**config.mk**
```make
export PLATFORM = sky130hd
export DESIGN_NAME = serial_subtractor
export DESIGN_NICKNAME = d
export VERILOG_FILES = /design/src/rtl/serial_arith_pkg.sv /design/src/rtl/full_subtractor_bit.sv /design/src/rtl/serial_subtractor.sv
export SDC_FILE = /design/constraint.sdc
export NUM_CORES = 1
export LEC_CHECK = 0
export ABC_AREA = 0
export BUFFER_PORTS_ARGS = -buffer_cell sky130_fd_sc_hd__buf_2
export CAP_MARGIN = 25
export CORE_ASPECT_RATIO = 1.1
export CORE_MARGIN = 2
export CORE_UTILIZATION = 55
export CTS_CLUSTER_DIAMETER = 100
export DETAILED_ROUTE_END_ITERATION = 8
export PLACE_DENSITY_LB_ADDON = 0.08
export SETUP_SLACK_MARGIN = 0.3
export SLEW_MARGIN = 0
export SYNTH_ARGS = -nofsm -noshare
export SYNTH_HDL_FRONTEND = slang
export SYNTH_SLANG_ARGS = --single-unit
export TNS_END_PERCENT = 50
```
**constraint.sdc**
```tcl
create_clock -name clk -period 1.96 [get_ports clk]
set_input_delay 0.392 -clock clk [delete_from_list [all_inputs] [get_ports clk]]
set_output_delay 0.392 -clock clk [all_outputs]
set_load 0.05 [all_outputs]
```
**src/rtl/serial_arith_pkg.sv**
```systemverilog
// Shared definitions for the bit-serial arithmetic blocks.
// Latency: none (types, constants and helper functions only).
// Backpressure: not applicable.
package serial_arith_pkg;

  // Control FSM encodings shared by the serial arithmetic units
  typedef enum logic [1:0] {
    ST_IDLE = 2'd0,
    ST_RUN  = 2'd1,
    ST_DONE = 2'd2
  } state_t;

  // Ceiling log2 for sizing counters; bounded loop keeps it elaboration-friendly
  function automatic int clog2(input int value);
    int r;
    r = 0;
    for (int i = 0; i < 31; i++) begin
      if ((1 << i) < value) r = i + 1;
    end
    return r;
  endfunction

endpackage

```
**src/rtl/full_subtractor_bit.sv**
```systemverilog
// One-bit full subtractor: d = x - y - bin, with borrow out.
// Latency: purely combinational, zero cycles.
// Backpressure: none; output follows inputs continuously.
module full_subtractor_bit (
  input  logic x,
  input  logic y,
  input  logic bin,
  output logic d,
  output logic bout
);

  // Borrow out when y exceeds x, or when they are equal and a borrow comes in
  assign d    = x ^ y ^ bin;
  assign bout = (~x & y) | (~(x ^ y) & bin);

endmodule

```
**src/rtl/serial_subtractor.sv**
```systemverilog
// Bit-serial WIDTH-bit subtractor, diff = a - b, LSB first through one full-subtractor cell.
// Latency: start accepted at edge T, done pulses in cycle T+WIDTH+1, ready again at T+WIDTH+2.
// Backpressure: ready low during RUN and DONE; starts seen while not ready are dropped.
module serial_subtractor
  import serial_arith_pkg::*;
#(
  parameter int WIDTH = 8
) (
  input  logic             clk,
  input  logic             rst,
  input  logic             start,
  output logic             ready,
  input  logic [WIDTH-1:0] a,
  input  logic [WIDTH-1:0] b,
  output logic [WIDTH-1:0] diff,
  output logic             borrow_out,
  output logic             busy,
  output logic             done
);

  // One extra bit so the counter can never wrap before the last bit is handled
  localparam int CW = clog2(WIDTH) + 1;

  state_t           r_state;
  logic [WIDTH-1:0] r_a_sh;
  logic [WIDTH-1:0] r_b_sh;
  logic [WIDTH-1:0] r_res_sh;
  logic [WIDTH-1:0] r_diff;
  logic [CW-1:0]    r_count;
  logic             r_borrow;
  logic             r_borrow_out;
  logic             r_ready;
  logic             r_busy;
  logic             r_done;

  logic             w_d;
  logic             w_bo;
  logic             w_last;
  logic [WIDTH-1:0] w_res_next;

  full_subtractor_bit u_fs (
    .x    (r_a_sh[0]),
    .y    (r_b_sh[0]),
    .bin  (r_borrow),
    .d    (w_d),
    .bout (w_bo)
  );

  assign w_last     = (r_count == CW'(WIDTH - 1));
  assign w_res_next = {w_d, r_res_sh[WIDTH-1:1]};

  // Control FSM plus datapath; outputs are registered so the final result is
  // already visible in the cycle where done is high.
  always_ff @(posedge clk) begin
    if (rst) begin
      r_state      <= ST_IDLE;
      r_a_sh       <= '0;
      r_b_sh       <= '0;
      r_res_sh     <= '0;
      r_diff       <= '0;
      r_count      <= '0;
      r_borrow     <= 1'b0;
      r_borrow_out <= 1'b0;
      r_ready      <= 1'b1;
      r_busy       <= 1'b0;
      r_done       <= 1'b0;
    end else begin
      case (r_state)
        ST_IDLE: begin
          r_done <= 1'b0;
          if (start && r_ready) begin
            r_a_sh   <= a;
            r_b_sh   <= b;
            r_borrow <= 1'b0;
            r_count  <= '0;
            r_ready  <= 1'b0;
            r_busy   <= 1'b1;
            r_state  <= ST_RUN;
          end
        end
        ST_RUN: begin
          r_res_sh <= w_res_next;
          r_a_sh   <= {1'b0, r_a_sh[WIDTH-1:1]};
          r_b_sh   <= {1'b0, r_b_sh[WIDTH-1:1]};
          r_borrow <= w_bo;
          r_count  <= r_count + CW'(1);
          if (w_last) begin
            // Last bit: publish the completed result together with done
            r_diff       <= w_res_next;
            r_borrow_out <= w_bo;
            r_busy       <= 1'b0;
            r_done       <= 1'b1;
            r_state      <= ST_DONE;
          end
        end
        ST_DONE: begin
          r_done  <= 1'b0;
          r_ready <= 1'b1;
          r_state <= ST_IDLE;
        end
        default: begin
          r_ready <= 1'b1;
          r_busy  <= 1'b0;
          r_done  <= 1'b0;
          r_state <= ST_IDLE;
        end
      endcase
    end
  end

  assign ready      = r_ready;
  assign busy       = r_busy;
  assign done       = r_done;
  assign diff       = r_diff;
  assign borrow_out = r_borrow_out;

endmodule

```
==> summary.md <==
| Metric | Value |
|---|---|
| Final period util | `0.800` |
| Leak | `roughly 0.86 nW` |
| Int Pwr | `~0.0012 W` |
| Sequential share of the synthesized area | `0.447` |
| Min cycle time layout | `around 1600 ps` |
| Post-Syn Area | `around 1900 um2` |
| # DRC | `0` |
| # IOs | `31` |
| Setup Skew | `about 7.6 ps` |
| HP Class | `in -> reg` |
| Net Count, Synth | `approximately 220` |
| Result of the run | `completed` |
| Setup crit end kind | `flip-flop` |
| Slew Viols, Final | `0` |
| Final count of hold timing violations | `0` |
| CP delay by family, top | `flip-flops` |
| Most frequent cells in the layout | `42 x dfxtp_1, 30 x buf_2, 24 x a21oi_1` |
| DR pass1 iterations | `6` |
| Root buffer cell | `clkbuf_4` |
| Clock Sinks | `42` |
| Sw Ratio | `0.270` |
| CP startpoint | `r_state[0]` |
| Fin Hold WS | `approximately 280 ps` |
| Pwr dens | `roughly 800 nW/um2` |
| Worst rel slew slack | `0.654` |
| FF+latch count, synth | `42` |
| Clock share of power | `0.263` |
| Largest net degree at the start of global routing | `37` |
| Most common cell after layout, fill and taps aside | `dfxtp_1` |
| Critical Path RT | `about 2200 ps` |
| Synthesized area per cell | `9.50 um2` |
| Port buffer count | `30` |
| Max VDD drop | `0.443 mV` |
| RSZ-0062 raised after global routing | `false` |
| Switching power | `~0.00045 W` |
| CTS tree | `done` |
| Post-DP HPWL | `about 2400 um` |
| Fin nets | `roughly 240` |
| Reg power frac | `0.563` |
| Core Area | `approximately 3300 um2` |
| Worst Setup Start Kind | `flip-flop` |
| Via/cell ratio | `~6` |
| Row cnt | `22` |
| Least-Margin Pin Slew | `a little over 500 ps` |
| Critical path cell sequence | `nand2b_4 > mux2_4 > o311a_1` |
| Worst r2r src | `r_state[0]` |
| First-pass GRT wire length | `6090 um` |
| Max Fanout on Critical Path | `17` |
| Routability cong. | `approximately 0.74` |
| Worst-Skew Late Latency | `around 350 ps` |
| Final-report setup violation count | `0` |
| Routed Antenna Nets | `0` |
| WL/cell | `14.5 um` |
| Die W | `around 60 um` |
| Setup Crit Path Kind | `reg -> reg` |
| CP max stage delay | `approximately 560 ps` |
| N_diodes | `0` |
| CP max stage cell | `dfxtp_1` |
| Min-delay src | `a[7]` |
| Max Cap Viol | `0` |
| Post-CTS Hold Buffers | `0` |
| CTS clk-pin slew, worst paths | `approximately 120 ps` |
| Inserted Clock Buffers | `5` |
| Post-synthesis cell type count | `31` |
| GRT Total Usage | `0.207` |
| Starting Density | `0.569` |
| Post-CTS Setup Inserts | `0` |
| Max Buffers Root-to-Sink | `2` |
| Combinational fraction of design power | `0.174` |
| H-tree lvl count | `2` |
| Synth Warn # | `0` |
| Synth-to-Final Area Change | `10.7%` |
| Total negative slack | `0 ps` |
| Vias in the first global route | `about 1,400` |
| Die ar. | `3900 um2` |
| Worst path bufs/invs | `0` |
| GR Overflow Total | `0` |
| First DRT Iteration DRCs | `60` |
| Initial antenna violation count | `0` |
| Max Clk Rate | `638 MHz` |
| Detailed-route via count | `about 1,500` |
| Post-Synthesis Cells | `between 150 and 200` |
| Post-CTS Resized | `0` |
| Final wirelength | `about 3800 um` |
| Chip Height | `about 65 um` |
| Layout cells sized above 1 | `0.269` |
| WP data arrival | `1810 ps` |
==> flip-flops by register name, indices dropped and copies added (netlist names), 2 cells and up <==
register and flops:
r_state 2, r_a_sh 8, r_b_sh 8, r_res_sh 7
r_count 4, diff 8
==> metrics by stage <==
stage               power [W]  cells  utilization  area [um2]  setup WS [ps]
CTS                   0.00168    258        0.627        2070            335
global placement      0.00124    250        0.609        2010            425
floorplan             0.00119    198            -        1880            451
global route          0.00175    259        0.630        2080            310
detailed placement    0.00125    250        0.609        2010            352
finish                0.00167    259        0.630        2080            392
==> power by group through the flow <==
stage,logic (W),registers (W),clock network [W]
after CTS,0.000290,0.000939,0.000454
after detailed placement,0.000290,0.000959,0
after global routing,0.000321,0.000946,0.000483
after global placement,0.000280,0.000956,0
final,0.000290,0.000940,0.000439
after floorplan,0.000221,0.000964,0
==> routing by layer <==
| layer | global-route usage | wire length [um] | vias to the layer above |
|---|---|---|---|
| li1 | - | - | 769 |
| met1 | 0.226 | 1770 | 721 |
| met2 | 0.370 | 1830 | 21 |
| met3 | 0.0531 | 112 | 5 |
| met4 | 0.0833 | 49 | 0 |
| met5 | 0 | 0 | - |
==> synthesized netlist by cell type <==
| library cell | n | share of area |
|---|---|---|
| nand2b_4 | 1 | 0.0073 |
| clkbuf_1 | 12 | 0.024 |
| and3b_1 | 1 | 0.0047 |
| buf_2 | 3 | 0.0080 |
| dfxtp_1 | 42 | 0.45 |
| o311a_1 | 13 | 0.069 |
| nand2_1 | 19 | 0.038 |
| mux2_2 | 5 | 0.030 |
| and4bb_2 | 1 | 0.0067 |
| nand3b_1 | 3 | 0.012 |
| o21ai_0 | 14 | 0.037 |
| o31ai_1 | 1 | 0.0040 |
| fa_1 | 1 | 0.011 |
| o21bai_1 | 13 | 0.052 |
| a31oi_1 | 2 | 0.0067 |
| a311oi_1 | 2 | 0.0093 |
| buf_8 | 1 | 0.0080 |
| mux2_4 | 8 | 0.064 |
| nor2_1 | 4 | 0.0080 |
| nor3_1 | 2 | 0.0053 |
| ha_1 | 1 | 0.0067 |
| o311ai_0 | 1 | 0.0047 |
| buf_4 | 1 | 0.0040 |
| and2_1 | 1 | 0.0033 |
| buf_6 | 2 | 0.012 |
| inv_1 | 4 | 0.0080 |
| nand3_1 | 10 | 0.027 |
| nand2b_1 | 2 | 0.0067 |
| or3_1 | 2 | 0.0067 |
| a21oi_1 | 25 | 0.067 |
| nor2b_1 | 1 | 0.0033 |
==> path summary, 6_finish.rpt <==
check | end | slack [ps] | depth (start not counted)
setup / recovery | r_a_sh[5] | 390 | 3
setup reg to reg | r_a_sh[5] | 390 | 3
hold reg to reg | r_res_sh[1] | 460 | 2
hold / removal | r_a_sh[7] | 280 | 3
==> kinds of logic (layout without fill, tap and decap cells) <==
group                      count (synthesis)  in the layout  synth area share
AOI/OAI and AO/OA                         71             71             0.250
adders and majority gates                  2              2            0.0173
buffers and inverters                     23             47            0.0639
DFF                                       42             42             0.447
muxes                                     13             13            0.0938
and+or+nand+nor                           47             48             0.128
==> final cells by class <==
| cell class | instances | area [um2] |
|---|---|---|
| Fill cell | 282 | 1220 |
| Multi-Input combinational cell | 134 | 933 |
| Sequential cell | 42 | 841 |
| Timing Repair Buffer | 35 | 188 |
| Clock buffer | 7 | 55.1 |
| Tap cell | 36 | 45.0 |
| Inverter | 4 | 15.0 |
| Clock inverter | 1 | 5.00 |
==> tightest hold or removal path: cells and delay by family <==
kind | cells | cell delay, ps
buffers and inverters | 1 | 100
AOI/OAI and AO/OA | 1 | 60
and+or+nand+nor | 1 | 50
No activity file was read; power rests on OpenSTA's default activity.
